### config.mk
export PLATFORM = sky130hd
export DESIGN_NAME = rev_pipe_vr
export DESIGN_NICKNAME = d
export VERILOG_FILES = /design/src/rtl/pipe_vr_pkg.sv /design/src/rtl/vr_skid_fifo.sv /design/src/rtl/rev_pipe_vr.sv
export SDC_FILE = /design/constraint.sdc
export NUM_CORES = 1
export LEC_CHECK = 0
export CORE_MARGIN = 1
export CORE_UTILIZATION = 48
export DETAILED_ROUTE_END_ITERATION = 7
export GPL_TIMING_DRIVEN = 1
export PLACE_DENSITY = 0.79
export SETUP_SLACK_MARGIN = 0.1
export SLEW_MARGIN = 10
export SYNTH_ARGS = -nofsm -noshare
export SYNTH_HDL_FRONTEND = slang
export SYNTH_SLANG_ARGS = --single-unit
### constraint.sdc
create_clock -name clk -period 2.95 [get_ports clk]
set_input_delay 0.59 -clock clk [delete_from_list [all_inputs] [get_ports clk]]
set_output_delay 0.59 -clock clk [all_outputs]
set_load 0.005 [all_outputs]
### src/rtl/pipe_vr_pkg.sv
// Shared constants and sizing helpers for the valid/ready pipeline stages.
package pipe_vr_pkg;

    localparam int PIPE_VR_MAX_STAGES = 8;

    // Skid storage needed to absorb every beat granted while ready is in flight.
    function automatic int skid_depth(input int stages);
        return 2 * stages;
    endfunction

    // Bits needed to count 0..depth inclusive.
    function automatic int occ_width(input int depth);
        return $clog2(depth + 1);
    endfunction

endpackage

### src/rtl/vr_skid_fifo.sv
// Circular skid buffer with registered valid and storage-driven read data.
// Optional checks: define REV_PIPE_VR_ASSERT_EN to compile in SVA.
module vr_skid_fifo
    import pipe_vr_pkg::*;
#(
    parameter int unsigned  P_DATA_WIDTH = 32,
    parameter int unsigned  P_DEPTH      = 2,
    localparam int unsigned OCC_W        = unsigned'(occ_width(int'(P_DEPTH)))
) (
    input  logic                    clk,
    input  logic                    rst,
    input  logic                    push,
    input  logic [P_DATA_WIDTH-1:0] wr_data,
    input  logic                    ready_out,
    output logic                    valid_out,
    output logic [P_DATA_WIDTH-1:0] data_out,
    output logic [OCC_W-1:0]        occ_next_c
);

    localparam int unsigned PTR_W = (P_DEPTH > 1) ? $clog2(P_DEPTH) : 1;
    localparam int unsigned LAST  = P_DEPTH - 1;

    logic [P_DATA_WIDTH-1:0] mem [P_DEPTH];
    logic [PTR_W-1:0]        wp;
    logic [PTR_W-1:0]        rp;
    logic [OCC_W-1:0]        occ;
    logic                    valid_q;
    logic                    pop;

    assign pop       = valid_q && ready_out;
    assign valid_out = valid_q;
    assign data_out  = mem[rp];

    // Occupancy after this cycle's push/pop.
    always_comb begin
        occ_next_c = occ;
        case ({push, pop})
            2'b10:   occ_next_c = occ + OCC_W'(1);
            2'b01:   occ_next_c = occ - OCC_W'(1);
            default: occ_next_c = occ;
        endcase
    end

    // Payload storage; contents are don't-care after reset.
    always_ff @(posedge clk) begin
        if (push) begin
            mem[wp] <= wr_data;
        end
    end

    // Pointers, occupancy and output valid, wrapping at a non-power-of-two depth.
    always_ff @(posedge clk) begin
        if (rst) begin
            wp      <= '0;
            rp      <= '0;
            occ     <= '0;
            valid_q <= 1'b0;
        end else begin
            if (push) begin
                wp <= (wp == PTR_W'(LAST)) ? '0 : wp + PTR_W'(1);
            end
            if (pop) begin
                rp <= (rp == PTR_W'(LAST)) ? '0 : rp + PTR_W'(1);
            end
            occ     <= occ_next_c;
            valid_q <= (occ_next_c != '0);
        end
    end

`ifdef REV_PIPE_VR_ASSERT_EN
    a_no_overflow: assert property (@(posedge clk) disable iff (rst)
        !(push && (occ == OCC_W'(P_DEPTH))));

    a_no_underflow: assert property (@(posedge clk) disable iff (rst)
        !(pop && (occ == '0)));

    a_stall_stable: assert property (@(posedge clk) disable iff (rst)
        (valid_q && !ready_out) |=> (valid_q && $stable(data_out)));

    a_occ_bound: assert property (@(posedge clk) disable iff (rst)
        occ <= OCC_W'(P_DEPTH));
`endif

endmodule

### src/rtl/rev_pipe_vr.sv
// Reverse (ready-path) pipeline stage: ready is retimed through P_STAGES flops
// and a 2*P_STAGES skid buffer absorbs beats granted while ready is in flight.
// Optional checks: define REV_PIPE_VR_ASSERT_EN to compile in SVA.
module rev_pipe_vr
    import pipe_vr_pkg::*;
#(
    parameter int unsigned P_DATA_WIDTH = 32,
    parameter int unsigned P_STAGES     = 1
) (
    input  logic                    clk,
    input  logic                    rst,
    input  logic                    valid_in,
    input  logic [P_DATA_WIDTH-1:0] data_in,
    output logic                    ready_in,
    output logic                    valid_out,
    output logic [P_DATA_WIDTH-1:0] data_out,
    input  logic                    ready_out
);

    localparam int unsigned DEPTH      = unsigned'(skid_depth(int'(P_STAGES)));
    localparam int unsigned OCC_W      = unsigned'(occ_width(int'(DEPTH)));
    localparam int unsigned RDY_THRESH = DEPTH - P_STAGES;

    logic [P_STAGES-1:0] rdy;
    logic                push;
    logic [OCC_W-1:0]    occ_next_c;

    assign push     = valid_in && ready_in;
    assign ready_in = rdy[P_STAGES-1];

    vr_skid_fifo #(
        .P_DATA_WIDTH (P_DATA_WIDTH),
        .P_DEPTH      (DEPTH)
    ) u_fifo (
        .clk        (clk),
        .rst        (rst),
        .push       (push),
        .wr_data    (data_in),
        .ready_out  (ready_out),
        .valid_out  (valid_out),
        .data_out   (data_out),
        .occ_next_c (occ_next_c)
    );

    // Grant only while room remains for every beat accepted under grants in flight.
    always_ff @(posedge clk) begin
        if (rst) begin
            rdy <= '0;
        end else begin
            rdy[0] <= (occ_next_c <= OCC_W'(RDY_THRESH));
            for (int i = 1; i < int'(P_STAGES); i++) begin
                rdy[i] <= rdy[i-1];
            end
        end
    end

`ifdef REV_PIPE_VR_ASSERT_EN
    if ((P_STAGES < 1) || (P_STAGES > PIPE_VR_MAX_STAGES)) begin : g_bad_stages
        $error("rev_pipe_vr: P_STAGES out of range 1..%0d", PIPE_VR_MAX_STAGES);
    end
`endif

endmodule

Yosys cells after proc, flatten, opt, wreduce, memory -nomap -nowiden
Memories as Yosys holds them, arrays and structs flattened. A register that Yosys moved wholly into a read port is not among the register bits.
Index checks and enable logic that the tools add are counted.
{ "word_totals": {"out_inout_bits": 34, "in_bits": 36, "mem_count": 1, "register_bits": 6, "ramBits": 64, "elab_cells": 23} }
{ "classes": {"addsub": 4, "mux": 7, "n_reduce_logical": 3, "eq_ne": 2, "order_cmp": 1} }
{ "memory_table": {"columns": ["memory", "words", "word_bits", "rd", "rd_ports_with_merged_regs", "wr", "line", "source"], "rows": [
  ["u_fifo.mem", 2, 32, 1, 1, 1, "vr_skid_fifo.sv:23", "logic [P_DATA_WIDTH-1:0] mem [P_DEPTH];"]
]} }
{ "ops": {"columns": ["op", "count"], "rows": [
  ["$mux 1", 6],
  ["$pmux 2 s2", 1],
  ["$add 1x1->1 const B", 2],
  ["$add 2x1->2 const B", 1],
  ["$eq 2x1->1 const B", 1],
  ["$eq 2x2->1 const B", 1],
  ["$le 2x1->1 const B", 1],
  ["$logic_and 1x1->1", 2],
  ["$reduce_bool 2->1", 1],
  ["$sub 2x1->2 const B", 1]
]} }

Logic depth before layout (Yosys ltp)
Gate-level depths: netlist of run 1.
{ "depth": {"depth_word": 4, "depth_mapped": 5, "mapped_depth_nobuf": 5} }

Modules after synthesis
From an unflattened synthesis of run 1, not the netlist that was laid out.
{ "hier_totals": {"cells_unflattened": 131, "area_unflattened_um2": 2620.0} }
{ "modules_own_cells": {"columns": ["module", "seq_area_each_um2", "area_per_inst_um2", "cells_each", "n_inst"], "rows": [
  ["vr_skid_fifo", 2042.0, 2590.0, 128, 1],
  ["rev_pipe_vr", 20.0, 30.0, 3, 1]
]} }

Worst setup path before layout of run 1
No wires, ideal clock.
{ "synth_path": {"path_kind": "input-to-reg", "startpoint": "input port valid_in", "endpoint": "memory u_fifo.mem[0][0] (enable)", "setup_ns": 0.421, "required_time_ns": 2.529, "n_path_buf": 0, "path_slack_ns": 0.486, "path_stages": 2, "arrival_time_ns": 2.043, "path_cell_list": "nand2_1 > nor2_1"} }
{ "synth_between": {"elab_chain_cells": 3} }
{ "synth_rtl": {"columns": ["element", "line", "source"], "rows": [
  ["from (decl)", "rev_pipe_vr.sv:12", "input logic valid_in,"],
  ["$logic_and 1x1->1", "rev_pipe_vr.sv:28", "assign push = valid_in && ready_in;"],
  ["$mux 1", "vr_skid_fifo.sv:46", "if (push) begin"],
  ["$mux 1 (implied by the code)", "vr_skid_fifo.sv:47", "mem[wp] <= wr_data;"],
  ["to (decl)", "vr_skid_fifo.sv:23", null]
]} }
No other way between the ends.

==> results of run 1 <==
-- state kept, by name, indices dropped and copies added (netlist names), named ones only --
signal            count
u_fifo.valid_out      1
u_fifo.occ            2
u_fifo.wp             1
u_fifo.rp             1
u_fifo.mem           64
ready_in              1
-- metrics by stage --
stage / instance area, um2 / power, mW / hold WS (ps)
detailed placement: 3521 / 1.862 / 510.7
floorplan: 2729 / 1.574 / 481.1
finish: 3685 / 2.460 / 517.1
global route: 3685 / 2.575 / 563.6
global placement: 3521 / 1.836 / 503.7
CTS: 3685 / 2.497 / 527.1
-- cell usage in the layout (no fill, tap or decap), types with 3 or more instances in the layout --
cell              n
clkdlybuf4s50_1  69
edfxtp_1         64
mux2_4           30
clkbuf_8          9
dfxtp_1           6
nor2_1            5
xnor2_1           3
clkinvlp_4        3
-- power by group through the flow --
stage / Clock [mW] / Combinational [mW] / Sequential (mW)
global route: 0.697 / 0.610 / 1.27
finish: 0.628 / 0.572 / 1.26
floorplan: 0 / 0.318 / 1.26
CTS: 0.654 / 0.583 / 1.26
detailed placement: 0 / 0.580 / 1.28
global placement: 0 / 0.565 / 1.27
-- path summary, 6_finish.rpt --
kind	from	endpoint	slack, ps	cells after the start
worst max-delay path	register	data_out[8]	410	3
worst min-delay path	u_fifo.rp$_SDFFE_PP0P_	u_fifo.rp$_SDFFE_PP0P_	520	2
worst max register to register	ready_in$_SDFF_PP0_	u_fifo.mem[0][15]$_DFFE_PP_	1600	3
worst min register to register	u_fifo.rp$_SDFFE_PP0P_	u_fifo.rp$_SDFFE_PP0P_	520	2
-- cell usage after synthesis --
cell type / n
nand2b_1: 1
dfxtp_1: 7
ha_1: 1
xnor2_1: 3
edfxtp_1: 64
and2_1: 1
and3_1: 1
nor2_2: 1
mux2_2: 2
mux2_4: 30
mux2i_1: 2
nor3b_1: 1
nand2_1: 1
buf_6: 4
or2_2: 1
xor2_1: 2
nor2_1: 6
a211oi_1: 1
-- logic make-up (layout without fill, tap and decap cells) --
group | Yosys count | in the layout | share of synthesized area [%]
adder cells (fa/ha/maj) | 1 | 1 | 0.4584
multiplexers | 34 | 34 | 18.07
AND/OR/NAND/NOR | 13 | 13 | 2.385
buffers and inverters | 4 | 88 | 1.651
flip-flops | 71 | 71 | 75.56
XOR/XNOR | 5 | 5 | 1.605
AO/OA/AOI/OAI | 1 | 1 | 0.2752
-- final cells by class --
type / count / area share [%]
well taps: 72 / 2.445
repair buffers: 72 / 20.03
clock inverters: 7 / 1.087
multi-input cells: 54 / 17.08
clock buffers: 9 / 3.362
flip-flops and latches: 71 / 55.99
-- worst min-delay path, stage by stage, from the launching register on --
cell and delay [ps]:
dfxtp_1 330, xnor2_1 80, nor2_1 80
-- metal layers --
metal  vias up  global-route usage [%]
met2        46                   28.32
li1        649                       -
met5         -                       0
met4         0                   9.623
met1       665                   16.68
met3         6                   4.471
==> summary.md, run 1 <==
| Metric | Value |
|---|---|
| Final std cells w/o fill | 285 |
| Die H | 77.40 um |
| Max VDD drop | 0.0004077 V |
| Antenna violations before repair | 0 |
| Count of cell types in the netlist | 18 |
| Sw Pwr | 0.5806 mW |
| Clock sinks | 71 |
| Max Fclk | 393.0 MHz |
| Utilization after layout | 66.92% |
| Setup Fix Bufs, Post-CTS | 0 |
| Worst skew pair latency | 330 ps |
| Root Buffer | clkbuf_8 |
| Crit-path max FO | 22 |
| Hold Path Class | register to register |
| Number of global-route vias before repair | 1402 |
| PostCTS Resize Cnt | 0 |
| Clock Path Buffers | 2 |
| Layout cells sized above 1 | 24.88% |
| YS warnings | 0 |
| Port bufs | 69 |
| Final hold violations | 0 |
| DRC | 0 |
| Final worst setup slack | 405.2 ps |
| Worst Path Required | 2360 ps |
| Area grow syn2layout | 35.03% |
| Lkg Pwr | 1.288 nW |
| TNS Setup | 0 ps |
| Crit path cell chain | buf_12 > mux2_2 > clkdlybuf4s50_1 |
| Tmin final | 2545 ps |
| CTS H-tree lvls | 3 |
| Post-synth top area cell | edfxtp_1 |
| GR Overflow Total | 0 |
| Starting density of the core | 49.56% |
| Syn_area_per_cell | 21.15 um2 |
| Comb pwr share | 23.3% |
| Flops & latches, synth | 71 |
| Status | finished, final reports clean |
| Startpoint class of the critical path | register |
| Hold-fix buffers, CTS | 0 |
| Relative slew margins | 71.72% |
| Die W | 77.40 um |
| # rows | 27 |
| Via count | 1366 |
| Post-Route M1 WL | 1746 um |
| Crit path arrival time | 1950 ps |
| WL met3 | 223 um |
| # setup viols final | 0 |
| CTS tree | done |
| Largest delay contributor family on the critical path | buffers and inverters |
| Crit. End Element | primary output |
| Placed Cells | 269 |
| Post-synth top area share | 70.43% |
| GPL Wtd Cong | 0.6860 |
| Largest stage delay on the critical path | 570 ps |
| Initial drt markers | 45 |
| Synth area leaders | edfxtp_1 70%, mux2_4 17%, dfxtp_1 5.1% |
| Switch share | 23.60% |
| Gr usage total | 15.95% |
| Crit share post-route | 86.26% |
| Met2 wire len | 2393 um |
| Sequential Power Share | 51.2% |
| Final HPWL DP | 3055 um |
| Fillers | 389 |
| Worst-margin pin slew | 424.3 ps |
| Register area share after synthesis | 75.56% |
| Crit Path Class | register to primary output |
| NumNets Final | 245 |
| CP Buf/Inv Count | 2 |
| First drt pass iteration count | 4 |
| Clock power share | 25.5% |
| Setup Skew | 6.035 ps |
| Post-Synthesis Cell Area | 2729 um2 |
| DRT antenna net count | 0 |
| Max-slew violations | 0 |
| Die ar. | 5991 um2 |
| Multi-input logic area | 629.4 um2 |
| Largest net degree at the start of global routing | 33 |
| Cells after synthesis | 129 |
| ANT cells | 0 |
| Highest Signal Layer | met4 |
| Mean number of vias per cell | 4.793 |
| Clock buffer count from CTS | 9 |
| IO Pins | 70 |
| Max-cap violations | 0 |
| First-pass GRT wire length | 6810 um |
| Flip-flop and latch area | 2063 um2 |
| Crit path max-delay cell type | dfxtp_2 |
| PwrDens | 667.7 nW/um2 |
| Drt wl/cell | 15.54 um |
| Reg clk slew, reported paths | 70 ps |
| Drt total wl | 4428 um |
| RSZ-0062 raised after global routing | false |
| Pint | 1.880 mW |
| Setup Slack @ Placement | 753.4 ps |
| Syn nets | 166 |
| Placeable Area | 5507 um2 |
(Power assumes the default switching activity.)
==> run 2, diff against run 1 <==
--- a/config.mk
+++ b/config.mk
@@ -8,6 +8,7 @@
 export CORE_MARGIN = 1
 export CORE_UTILIZATION = 48
 export DETAILED_ROUTE_END_ITERATION = 7
+export GPL_ROUTABILITY_DRIVEN = 0
 export GPL_TIMING_DRIVEN = 1
 export PLACE_DENSITY = 0.79
 export SETUP_SLACK_MARGIN = 0.1
==> results of run 2 <==
Same layout as run 1: the final DEF is identical, and so are final timing and power.
